<file path="config.mk">
export PLATFORM = sky130hd
export DESIGN_NAME = acc_stream_tx_flat
export DESIGN_NICKNAME = d
export VERILOG_FILES = /design/src/rtl/acc_stream_tx_if.sv /design/src/rtl/acc_stream_tx.sv /design/src/flat_wrapper.sv
export SDC_FILE = /design/constraint.sdc
export NUM_CORES = 1
export LEC_CHECK = 0
export ABC_AREA = 1
export BUFFER_PORTS_ARGS = -buffer_cell sky130_fd_sc_hd__buf_2
export CAP_MARGIN = 30
export CORE_MARGIN = 2
export CORE_UTILIZATION = 23
export CTS_CLUSTER_SIZE = 16
export DETAILED_ROUTE_END_ITERATION = 12
export PLACE_DENSITY = 0.48
export REMOVE_ABC_BUFFERS = 1
export SYNTH_ARGS = -nofsm -noshare
export SYNTH_HDL_FRONTEND = slang
export SYNTH_SLANG_ARGS = --single-unit
</file>
<file path="constraint.sdc">
create_clock -name clk -period 6.2 [get_ports clk]
set_input_delay 0.31 -clock clk [delete_from_list [all_inputs] [get_ports clk]]
set_output_delay 0.31 -clock clk [all_outputs]
set_load 0.05 [all_outputs]
</file>
<file path="src/rtl/acc_stream_tx_if.sv">
// Load/transmit/accumulator signal bundle for acc_stream_tx.
// master: the transmitter; slave: the loader, requester and accumulator around it.
interface acc_stream_tx_if;
   logic        load_valid;
   logic [15:0] load_data;
   logic        load_ready;
   logic        go;
   logic        start;
   logic [15:0] sdo;
   logic        acc_finish;
   logic [15:0] acc_sum;
   logic        busy;
   logic        done;
   logic        err_timeout;
   logic        err_sum;

   modport master (
      input  load_valid, load_data, go, acc_finish, acc_sum,
      output load_ready, start, sdo, busy, done, err_timeout, err_sum
   );

   modport slave (
      output load_valid, load_data, go, acc_finish, acc_sum,
      input  load_ready, start, sdo, busy, done, err_timeout, err_sum
   );
endinterface

</file>
<file path="src/rtl/acc_stream_tx.sv">
// Buffers an 8-word burst, streams it to an accumulator and waits for its result.
// Define ACC_STREAM_TX_CHECK_EN to check acc_sum against a locally kept checksum.
module acc_stream_tx (
   input  logic clk,
   input  logic rst,
   acc_stream_tx_if.master bus
);

   typedef enum logic [1:0] {IDLE, READY, SEND, WAIT} state_t;

   state_t      state_reg, state_next;
   logic [2:0]  wr_ptr_reg, wr_ptr_next;
   logic [3:0]  count_reg, count_next;
   logic [2:0]  k_reg, k_next;
   logic [1:0]  wait_reg, wait_next;
   logic        load_ready_reg, busy_reg;
   logic        start_reg, start_next;
   logic        done_reg, done_next;
   logic        err_timeout_reg, err_timeout_next;
   logic [15:0] sdo_reg;
   logic [15:0] buf_mem [8];
   logic        wr_en;
   logic        rd_en;
   logic [2:0]  rd_addr;
   logic        go_accept;
   logic        finish_hit;

   assign go_accept  = (state_reg == READY) && bus.go;
   assign finish_hit = (state_reg == WAIT) && bus.acc_finish;

   always_comb begin
      state_next       = state_reg;
      wr_ptr_next      = wr_ptr_reg;
      count_next       = count_reg;
      k_next           = k_reg;
      wait_next        = wait_reg;
      start_next       = 1'b0;
      done_next        = 1'b0;
      err_timeout_next = err_timeout_reg;
      wr_en            = 1'b0;
      rd_en            = 1'b0;
      rd_addr          = 3'd0;
      case (state_reg)
         IDLE: begin
            if (bus.load_valid) begin
               wr_en       = 1'b1;
               wr_ptr_next = wr_ptr_reg + 3'd1;
               count_next  = count_reg + 4'd1;
               if (count_reg == 4'd7) state_next = READY;
            end
         end
         READY: begin
            if (go_accept) begin
               state_next       = SEND;
               k_next           = 3'd0;
               rd_en            = 1'b1;
               rd_addr          = 3'd0;
               start_next       = 1'b1;
               err_timeout_next = 1'b0;
            end
         end
         SEND: begin
            if (k_reg == 3'd7) begin
               state_next = WAIT;
               wait_next  = 2'd0;
            end else begin
               k_next  = k_reg + 3'd1;
               rd_en   = 1'b1;
               rd_addr = k_reg + 3'd1;
            end
         end
         WAIT: begin
            // A finish in the last WAIT cycle still counts as on time.
            if (finish_hit || wait_reg == 2'd3) begin
               if (!finish_hit) err_timeout_next = 1'b1;
               done_next   = 1'b1;
               state_next  = IDLE;
               wr_ptr_next = 3'd0;
               count_next  = 4'd0;
            end else begin
               wait_next = wait_reg + 2'd1;
            end
         end
         default: state_next = IDLE;
      endcase
   end

   always_ff @(posedge clk) begin
      if (rst) begin
         state_reg       <= IDLE;
         wr_ptr_reg      <= 3'd0;
         count_reg       <= 4'd0;
         k_reg           <= 3'd0;
         wait_reg        <= 2'd0;
         load_ready_reg  <= 1'b1;
         busy_reg        <= 1'b0;
         start_reg       <= 1'b0;
         done_reg        <= 1'b0;
         err_timeout_reg <= 1'b0;
         sdo_reg         <= 16'h0000;
      end else begin
         state_reg       <= state_next;
         wr_ptr_reg      <= wr_ptr_next;
         count_reg       <= count_next;
         k_reg           <= k_next;
         wait_reg        <= wait_next;
         load_ready_reg  <= (state_next == IDLE);
         busy_reg        <= (state_next == SEND) || (state_next == WAIT);
         start_reg       <= start_next;
         done_reg        <= done_next;
         err_timeout_reg <= err_timeout_next;
         sdo_reg         <= rd_en ? buf_mem[rd_addr] : 16'h0000;
      end
   end

   // Buffer contents survive reset and return to IDLE; only the pointers clear.
   always_ff @(posedge clk) begin
      if (wr_en && !rst) buf_mem[wr_ptr_reg] <= bus.load_data;
   end

   assign bus.load_ready  = load_ready_reg;
   assign bus.busy        = busy_reg;
   assign bus.start       = start_reg;
   assign bus.done        = done_reg;
   assign bus.err_timeout = err_timeout_reg;
   assign bus.sdo         = sdo_reg;

`ifdef ACC_STREAM_TX_CHECK_EN
   logic [15:0] sum_reg, sum_next;
   logic        err_sum_reg, err_sum_next;

   // The sum follows the words actually placed on sdo during SEND.
   always_comb begin
      sum_next     = sum_reg;
      err_sum_next = err_sum_reg;
      if (go_accept) begin
         sum_next     = 16'h0000;
         err_sum_next = 1'b0;
      end else if (state_reg == SEND) begin
         sum_next = sum_reg + sdo_reg;
      end
      if (finish_hit && (bus.acc_sum != sum_reg)) err_sum_next = 1'b1;
   end

   always_ff @(posedge clk) begin
      if (rst) begin
         sum_reg     <= 16'h0000;
         err_sum_reg <= 1'b0;
      end else begin
         sum_reg     <= sum_next;
         err_sum_reg <= err_sum_next;
      end
   end

   assign bus.err_sum = err_sum_reg;
`else
   logic unused_acc_sum;
   assign unused_acc_sum = ^bus.acc_sum;
   assign bus.err_sum    = 1'b0;
`endif

endmodule
</file>
<file path="src/flat_wrapper.sv">
// flat-port wrapper written by rule: the top's interface ports become plain ports
module acc_stream_tx_flat 
  (clk, rst, bus_load_valid, bus_load_data, bus_go, bus_acc_finish, bus_acc_sum, bus_load_ready, bus_start, bus_sdo, bus_busy, bus_done, bus_err_timeout, bus_err_sum);
  acc_stream_tx_if bus_i ();
  input  logic clk;
  input  logic rst;
  input wire logic [$bits(bus_i.load_valid)-1:0] bus_load_valid;
  input wire logic [$bits(bus_i.load_data)-1:0] bus_load_data;
  input wire logic [$bits(bus_i.go)-1:0] bus_go;
  input wire logic [$bits(bus_i.acc_finish)-1:0] bus_acc_finish;
  input wire logic [$bits(bus_i.acc_sum)-1:0] bus_acc_sum;
  output wire logic [$bits(bus_i.load_ready)-1:0] bus_load_ready;
  output wire logic [$bits(bus_i.start)-1:0] bus_start;
  output wire logic [$bits(bus_i.sdo)-1:0] bus_sdo;
  output wire logic [$bits(bus_i.busy)-1:0] bus_busy;
  output wire logic [$bits(bus_i.done)-1:0] bus_done;
  output wire logic [$bits(bus_i.err_timeout)-1:0] bus_err_timeout;
  output wire logic [$bits(bus_i.err_sum)-1:0] bus_err_sum;
  assign bus_i.load_valid = bus_load_valid;
  assign bus_i.load_data = bus_load_data;
  assign bus_i.go = bus_go;
  assign bus_i.acc_finish = bus_acc_finish;
  assign bus_i.acc_sum = bus_acc_sum;
  assign bus_load_ready = bus_i.load_ready;
  assign bus_start = bus_i.start;
  assign bus_sdo = bus_i.sdo;
  assign bus_busy = bus_i.busy;
  assign bus_done = bus_i.done;
  assign bus_err_timeout = bus_i.err_timeout;
  assign bus_err_sum = bus_i.err_sum;
  acc_stream_tx u_core (.clk(clk), .rst(rst), .bus(bus_i));
endmodule
</file>
==> reports/results.ini, run 1 <==
[outcome]
outcome = complete, no violations

[floorplanning]
dieArea_sq_um = 32220
fp.dieW_um = 179.5
ioPinCount = 59
initial_utilization_pct = 23.28
die_h_um = 179.5
fp-row-count = 64
coreArea_sq_um = 30430

[yosys]
ys_types = 30
synth_ff_type = edfxtp_1
yosys.area.top_type = edfxtp_1
yosysMostFrequentCell = nand2_1
seq_area_frac_synth_pct = 64.15
synth_area_leaders = edfxtp_1 54%, dfxtp_1 9.9%, nand3_1 8.3%
synth_commonest_cells = 145 x nand2_1, 130 x inv_1, 128 x edfxtp_1
yosys.area.top_type_share_pct = 54.26
synth_area_sq_um = 7084
async_flop_share_pct = 0
synth_edf_count = 128
synth.avg_cell_area_sq_um = 9.894
synth_warnings = 0
ys_ff_latch = 163
synthCells = 716

[worst_setup_path]
reg2reg_depth = 9
ff2ff_setup_slack_ns = 3.04
crit_fanout = 56
crit_path_start_kind = flip-flop
worst_ep_required_time_ns = 6.53
path_cells = inv_1, ha_2, buf_4, nand3_4, inv_2, nand3_1, nand3_1, nand2_1, nor2_1
cpPeakStageDelay_ns = 0.78
crit_path_frequent_cell = nand3_1
critical_path_class = flip-flop to flip-flop
timing.rr.start = u_core.state_reg[0]$_SDFF_PP0_
worstReg2RegEnd = u_core.bus.sdo[9]$_SDFF_PP0_
arrival_ns = 3.49
crit_slowest_cell = inv_2
cp-end-kind = flip-flop

[place]
placedCellCount = 1134
place_congestion = 0.7269
place_area_sq_um = 7741
dp_hpwl_um = 8897
port_buffers = 41

[sta]
setup_violations = 0
fin_crit_ns = 3.158
skew_ns = 0.009317
clock.fmax_mhz = 316.7
timing.slew.headroom_pct = 48.87
slew_violations = 0
min_period_over_period_pct = 50.93
tightestPinTransition_ns = 0.7663
hold_viol_final = 0
rsz0062_at_grt = false
fin_setup_tns_ns = 0

[clock_network]
clk_pin_slew_worst_paths_ns = 0.07
cts.sinks = 163
cts_tree = yes
clk_latency_ns = 0.42
htreeDepth = 4
post_cts_buffers = 0
cts_buffer_depth = 2
cts_hold_buf = 0
cts.repair.resized = 0
cts_buffers = 17
clk_root_buffer_cell = clkbuf_16

[finish]
design_area_sq_um = 8288
nNetsFinal = 803
fillerInstances = 3236
final_cell_count_no_fill = 1167
largest_register_ff_count = 128
area_delta_synth_final_pct = 16.99
drive_gt1_share_pct = 13.77
final_util_pct = 27.24

[route]
drt_iter0_drc = 386
first_pass_iters = 4
ant_nets = 0
num_vias = 4638
avgViaCountPerCell = 3.974
route.detailed.drc = 0
finalWirelength_um = 16230
routedWlPerCell_um = 13.91

[power_and_ir_drop]
leakage_uw = 0.003479
finalPower_uw = 2381
irDropWorstVdd_mv = 0.1681
cellPowerDensity_nw_per_um2 = 287.2

[run]
drv_cap = 0

[global_route]
grt_pass1_vias = 4447
antenna_found_initial = 3
gr-usage-all-layers_pct = 10.27
grt_max_degree = 65
grt_pass1_wl_um = 25230
grt_overflow = 0

[min_path]
min_from = bus_load_data[5]
hold_class = primary input to flip-flop
whs_path_depth = 1
hold_path_end = u_core.buf_mem[0][5]$_DFFE_PP_

[per-layer routing]
metal	vias to the layer above	share of wire [%]	wire [um]	global-route usage, %
li1	2386	-	-	-
met1	2147	45	7272	12.87
met2	86	48	7814	17.32
met3	15	5.7	931	2.674
met4	4	1.2	189	3.154
met5	-	0.13	21	0
[report_power, final]
group          total (uW)  switching, uW  leakage, uW  internal (uW)
clock                 964            437     0.000262            526
combinational         206            149      0.00178           56.9
sequential           1210           9.96      0.00144           1200
[per-stage QoR]
step,setup WS [ns],hold slack [ns]
finish,3.042,0.1518
global route,2.773,0.1424
CTS,2.986,0.1380
detailed placement,3.017,0.4516
global placement,3.030,0.4564
floorplan,3.437,0.3791
[how the worst max path moves through the flow]
stage / start / endpoint / slack [ns] / cells after the start
floorplan: u_core.state_reg[0]$_SDFF_PP0_ / u_core.bus.sdo[0]$_SDFF_PP0_ / 3.44 / 8
global placement: u_core.state_reg[0]$_SDFF_PP0_ / u_core.bus.sdo[7]$_SDFF_PP0_ / 3.03 / 9
detailed placement: u_core.state_reg[0]$_SDFF_PP0_ / u_core.bus.sdo[3]$_SDFF_PP0_ / 3.02 / 9
CTS: u_core.state_reg[0]$_SDFF_PP0_ / u_core.bus.sdo[9]$_SDFF_PP0_ / 2.99 / 9
global route: u_core.state_reg[0]$_SDFF_PP0_ / u_core.bus.sdo[9]$_SDFF_PP0_ / 2.77 / 9
finish: u_core.state_reg[0]$_SDFF_PP0_ / u_core.bus.sdo[9]$_SDFF_PP0_ / 3.04 / 9
[kinds of logic after synthesis]
logic type	Yosys count	synth area share (%)
flip-flops	163	64.15
buffers and inverters	165	9.643
adder cells (fa/ha/maj)	9	1.590
other	1	0.05293
AND/OR/NAND/NOR	353	22.43
AO/OA/AOI/OAI	23	1.890
XOR/XNOR	2	0.2473
[cell usage in the layout (no fill, tap or decap), types with 2 or more instances in the layout]
cell type,n
buf_4,9
nor2_1,54
nand2_2,3
nand2_1,145
ha_1,8
clkinv_2,3
nand3b_1,16
clkinv_4,3
inv_6,3
clkbuf_16,17
clkinvlp_4,3
edfxtp_1,128
nor2_2,8
nor2_4,2
nand3_1,118
inv_2,5
a21oi_1,10
nand4_1,4
o21ai_0,8
buf_2,41
dfxtp_1,35
inv_1,130
[area by class of cell]
cell class                      count  area, sq um  share of cell area, %
Clock buffer                       18        439.2                  5.299
Tap cell                          396        495.5                  5.978
Timing Repair Buffer               52        315.3                  3.804
Antenna cell                        1        2.502                0.03019
Sequential cell                   163         4544                  54.83
Inverter                          135        506.7                  6.114
Multi-Input combinational cell    388         1879                  22.68
Clock inverter                     14        105.1                  1.268
[critical path: cells and delay by family (launching register included)]
family	cells	cell delay, ns
simple gates	5	1.09
buf+inv	3	1.43
fa+ha+maj	1	0.16
flops	1	0.34
Power figures use the tool's default switching activity.
==> run 2, diff against run 1 <==
- clock period: 6.2 -> 3.16 ns (I/O delays scaled with it)
==> run 2 against run 1 <==
Sequential power rose by 97%. Total power rose by 100%. Sequential share of layout area fell by 0.86 points. Combinational power rose by 100%. Die area did not move.
==> reports/results.ini, run 2 (synthesis results as in run 1) <==
[outcome]
outcome = complete, no violations

[worst_setup_path]
cp-end-kind = flip-flop
critical_path_class = flip-flop to flip-flop
cpPeakStageDelay_ns = 0.46  ; -0.32 ns
cp_top_family = simple AND/OR/NAND/NOR gates
crit_fanout = 9  ; -84%
arrival_ns = 2.48  ; -1.01 ns
crit_path_start_kind = flip-flop
crit_buf_inv = 2  ; -1
path_cells = inv_1, ha_1, nand2_1, nor2_1, nand2_1, nor2_2, buf_4
crit_slowest_cell = nor2_2
worst_ep_required_time_ns = 3.28  ; -3.25 ns
crit_path_frequent_cell = nand2_1

[global_route]
gr-usage-all-layers_pct = 10.07  ; -0.20 points
grt_pass1_wl_um = 24830  ; -1.6%
grt_overflow = 0  ; unchanged
grt_pass1_vias = 4486  ; +0.88%
antenna_found_initial = 1  ; -2
grt_max_degree = 41  ; -37%

[finish]
drive_gt1_share_pct = 14.56  ; +0.79 points
layout_common_cells = 145 x nand2_1, 130 x inv_1, 128 x edfxtp_1
nNetsFinal = 816  ; +1.6%
design_area_sq_um = 8421  ; +1.6%
fillerInstances = 3194  ; -1.3%
layout_commonest_cell = nand2_1
largest_register_ff_count = 128  ; unchanged
area_delta_synth_final_pct = 18.86

[power_and_ir_drop]
irDropWorstVdd_mv = 0.3258  ; +94%
p_sw_uw = 1183  ; +99%
p_int_uw = 3681  ; +110%
sw_frac_of_total_pct = 24.33  ; -0.71 points
cellPowerDensity_nw_per_um2 = 577.7  ; +100%
p_clk_share_pct = 42.6  ; +2.1 points
leakage_uw = 0.003551  ; +2.1%
seqPwrFrac_pct = 48.8  ; -2.1 points
pwr-share-comb_pct = 8.6  ; about the same

[place]
port_buffers = 41  ; unchanged
dp_hpwl_um = 9444  ; +6.2%
pre_cts_ws_ns = 0.7765  ; -2.240 ns
place_area_sq_um = 7774  ; +0.42%
place_congestion = 0.7273  ; about the same

[route]
ant_nets = 0  ; unchanged
finalWirelength_um = 15980  ; -1.5%
drt_iter0_drc = 281  ; -27%
route.detailed.drc = 0  ; unchanged
num_vias = 4745  ; +2.3%
routedWlPerCell_um = 13.54  ; -2.6%
first_pass_iters = 4  ; unchanged
avgViaCountPerCell = 4.021  ; +1.2%

[clock_network]
cts_tree = yes
clk_latency_ns = 0.42  ; about the same
htreeDepth = 4  ; unchanged
cts_buffer_depth = 2  ; unchanged
clk_pin_slew_worst_paths_ns = 0.07  ; about the same
cts.repair.resized = 0  ; unchanged
clk_root_buffer_cell = clkbuf_16
cts_buffers = 17  ; unchanged
post_cts_buffers = 0  ; unchanged
cts.sinks = 163  ; unchanged

[sta]
tightestPinTransition_ns = 0.7385  ; -0.02783 ns
hold_viol_final = 0  ; unchanged
fin_hold_ws_ns = 0.008408  ; -0.1434 ns
timing.slew.headroom_pct = 50.69  ; +1.8 points
fin_setup_tns_ns = 0  ; unchanged
fin_crit_ns = 2.362  ; -0.7955 ns
skew_ns = 0.009784  ; +0.0004668 ns
clock.fmax_mhz = 423.4  ; +34%
setup_violations = 0  ; unchanged
min_period_over_period_pct = 74.75  ; +24 points
fin_ws_ns = 0.7979  ; -2.245 ns
slew_violations = 0  ; unchanged
rsz0062_at_grt = false

[floorplanning]
initial_utilization_pct = 23.28  ; unchanged
dieArea_sq_um = 32220  ; unchanged
fp.dieW_um = 179.5  ; unchanged
fp-row-count = 64  ; unchanged
coreArea_sq_um = 30430  ; unchanged
die_h_um = 179.5  ; unchanged
ioPinCount = 59  ; unchanged

[min_path]
hold_class = primary input to flip-flop

[run]
drv_cap = 0  ; unchanged

## run 2: layout make-up
type                    instances  area, sq um  share of cell area (%)
flip-flops and latches        163         4544                   53.97
multi-input cells             388         1879                   22.32
inverters                     135        506.7                   6.018
well taps                     396        495.5                   5.884
clock buffers                  19        442.9                   5.260
repair buffers                 65        397.9                   4.725
clock inverters                13        151.4                   1.798
diodes                          1        2.502                 0.02972
## run 2: worst register-to-register path, stage by stage, from the launching register on
cell and delay (ns):
dfxtp_1 0.34, inv_1 0.12, ha_1 0.30, nand2_1 0.18
nor2_1 0.18, nand2_1 0.17, nor2_2 0.46, buf_4 0.31
## run 2: metal layers
layer	share of wire [%]	up-vias	wire, um	GRT usage (%)
met4	1.3	2	212	3.285
met3	3.9	14	616	2.654
met1	48	2229	7612	13.17
met5	0.10	-	16	0
met2	47	79	7525	16.20
li1	-	2421	-	-
## run 2: per-stage QoR
step           power, uW  utilization (%)  instances
2_1_floorplan       2686                -        686
3_3_place_gp        2840            25.55       1142
3_5_place_dp        2843            25.55       1142
4_1_cts             4926            27.66       1179
5_1_grt             5059            27.66       1179
6_report            4864            27.67       1180
## run 2: what timing repair did
item,in CTS,in global routing
hold buffers,5,0
endpoints found under the hold margin,33,0
setup endpoints to repair,0,0
## run 2: power groups by stage
stage	registers (uW)	clock network, uW	logic, uW
2_1_floorplan	2440	0	250
6_report	2380	2070	418
5_1_grt	2380	2210	475
4_1_cts	2380	2120	427
3_3_place_gp	2420	0	418
3_5_place_dp	2420	0	420
## run 2: path summary, 6_finish.rpt
check,start,endpoint,slack [ns],cells past startpoint
setup reg to reg,u_core.state_reg[1]$_SDFF_PP0_,u_core.buf_mem[0][3]$_DFFE_PP_,0.80,7
setup / recovery,u_core.state_reg[1]$_SDFF_PP0_,u_core.buf_mem[0][3]$_DFFE_PP_,0.80,7
hold / removal,bus_load_data[11],u_core.buf_mem[7][11]$_DFFE_PP_,0.008,1
hold reg to reg,u_core.bus.err_timeout$_SDFFE_PP0P_,u_core.bus.err_timeout$_SDFFE_PP0P_,0.47,2
==> run 3, diff against run 2 <==
- PLACE_DENSITY: 0.48 -> 0.49
- clock period: 3.16 -> 1.9 ns (I/O delays scaled with it)
==> run 3 against run 2 <==
Combinational power up 85%. Flip-flop and latch count unchanged. Clock-buffer cell count up 2. Total power up 68%. Largest power group unchanged. Highest routed layer is now met4. Clock skew down 0.0021 ns.
==> reports/results.ini, run 3 (synthesis results as in run 1) <==
[finish]
final_cell_count_no_fill = 1196  ; +1.4%
drive_gt1_share_pct = 14.77  ; +0.21 points
design_area_sq_um = 8790  ; +4.4%
layout_common_cells = 143 x nand2_1, 130 x inv_1, 128 x edfxtp_1
layout_commonest_cell = nand2_1
final_util_pct = 28.89  ; +1.2 points
area_delta_synth_final_pct = 24.07
nNetsFinal = 833  ; +2.1%
largest_register_ff_count = 128  ; unchanged

[clock_network]
clk_pin_slew_worst_paths_ns = 0.06  ; about the same
cts.sinks = 163  ; unchanged
clk_root_buffer_cell = clkbuf_16
cts_tree = yes
clk_latency_ns = 0.43  ; about the same
htreeDepth = 4  ; unchanged
cts_buffer_depth = 2  ; unchanged
post_cts_buffers = 0  ; unchanged
cts_buffers = 17  ; unchanged

[global_route]
grt_overflow = 0  ; unchanged
gr-usage-all-layers_pct = 10.20  ; +0.13 points
grt_pass1_vias = 4489  ; +0.067%
antenna_found_initial = 1  ; unchanged
grt_max_degree = 49  ; +20%
grt_pass1_wl_um = 25110  ; +1.1%

[sta]
rsz0062_at_grt = false
setup_violations = 0  ; unchanged
fin_crit_ns = 1.734  ; -0.6281 ns
fin_ws_ns = 0.1660  ; -0.6319 ns
slew_violations = 0  ; unchanged
min_period_over_period_pct = 91.26  ; +17 points
skew_ns = 0.007705  ; -0.002078 ns
clock.fmax_mhz = 576.7  ; +36%
hold_viol_final = 0  ; unchanged

[power_and_ir_drop]
irDropWorstVdd_mv = 0.5882  ; +81%
leakage_uw = 0.003686  ; +3.8%
cellPowerDensity_nw_per_um2 = 927.2  ; +61%

[place]
place_area_sq_um = 8016  ; +3.1%
port_buffers = 41  ; unchanged
place_congestion = 0.7065  ; -2.9%
dp_hpwl_um = 9040  ; -4.3%
pre_cts_ws_ns = 0.1575  ; -0.6190 ns
placedCellCount = 1146  ; +0.35%

[route]
route.detailed.drc = 0  ; unchanged
num_vias = 4742  ; -0.063%
first_pass_iters = 4  ; unchanged
routedWlPerCell_um = 13.22  ; -2.4%
avgViaCountPerCell = 3.965  ; -1.4%
ant_nets = 0  ; unchanged
finalWirelength_um = 15820  ; -1.1%
drt_iter0_drc = 278  ; -1.1%

[floorplanning]
dieArea_sq_um = 32220  ; unchanged
initial_utilization_pct = 23.28  ; unchanged
ioPinCount = 59  ; unchanged
coreArea_sq_um = 30430  ; unchanged
fp-row-count = 64  ; unchanged
die_h_um = 179.5  ; unchanged
fp.dieW_um = 179.5  ; unchanged

[worst_setup_path]
crit_path_start_kind = flip-flop
arrival_ns = 1.86  ; -0.62 ns
worst_ep_required_time_ns = 2.03  ; -1.25 ns
ff2ff_setup_slack_ns = 0.17  ; -0.63 ns
crit_fanout = 16  ; +7
critical_path_class = flip-flop to flip-flop
cp-end-kind = flip-flop

[run]
drv_cap = 0  ; unchanged

[min_path]
hold_class = primary input to flip-flop

[outcome]
outcome = complete, no violations

==> run 3: cell types whose count changed in the layout (fill, tap and decap cells not counted), sizes merged <==
cell         change
clkbuf           +2
inv              -1
clkinvlp         -2
buf              +4
dlygate4sd3     +13
==> run 3: critical path, cell delays in order (launching register included) <==
cell and delay [ns]:
dfxtp_1 0.35, inv_1 0.13, ha_1 0.18, nand2_1 0.07, nor2_1 0.21, nand2_2 0.14, nor2_2 0.15, buf_12 0.20
==> run 3: repair_timing <==
| item | CTS | global route |
|---|---|---|
| hold endpoints to repair | 135 | 0 |
| gates resized for setup | 0 | 2 |
| endpoints found under the setup margin | 0 | 14 |
| hold buffers | 18 | 0 |
==> run 3: per-stage QoR <==
step | hold slack, ns | TNS (ns) | power (uW)
final | 0.03274 | 0 | 8150
after global placement | 0.3693 | 0 | 4775
after detailed placement | 0.3738 | 0 | 4780
after global routing | 0.03635 | 0 | 8493
after floorplan | 0.1641 | -48.42 | 4467
after CTS | 0.01065 | 0 | 8224
==> run 3: per-layer routing <==
| layer | part of all wire (%) | track usage (%) | up-vias | wire [um] |
|---|---|---|---|---|
| met5 | 0 | 0 | - | 0 |
| met4 | 1.3 | 3.350 | 0 | 202 |
| met3 | 3.9 | 2.816 | 13 | 610 |
| met2 | 47 | 16.52 | 75 | 7484 |
| met1 | 48 | 13.16 | 2201 | 7517 |
| li1 | - | - | 2453 | - |
==> run 3: area by class of cell <==
type | count | area (sq um)
fill | 3223 | 21640
sequential | 163 | 4544
multi-input combinational | 388 | 1884
timing repair buffer | 82 | 770.7
inverter | 135 | 506.7
tap | 396 | 495.5
clock buffer | 21 | 460.4
clock inverter | 10 | 125.1
antenna | 1 | 2.502
==> run 3: power by group <==
part,internal (uW),total [uW],switching (uW)
Combinational,276,775,499
Sequential,3920,3950,27.4
Clock,2010,3430,1410
Total,6210,8150,1940
==> run 3: path summary, 6_finish.rpt <==
path	endpoint	from	depth (start not counted)
max	u_core.buf_mem[2][4]$_DFFE_PP_	u_core.state_reg[1]$_SDFF_PP0_	7
min	u_core.bus.start$_SDFF_PP0_	bus_go	3
max reg2reg	u_core.buf_mem[2][4]$_DFFE_PP_	u_core.state_reg[1]$_SDFF_PP0_	7
min reg2reg	u_core.bus.err_timeout$_SDFFE_PP0P_	u_core.bus.err_timeout$_SDFFE_PP0P_	2
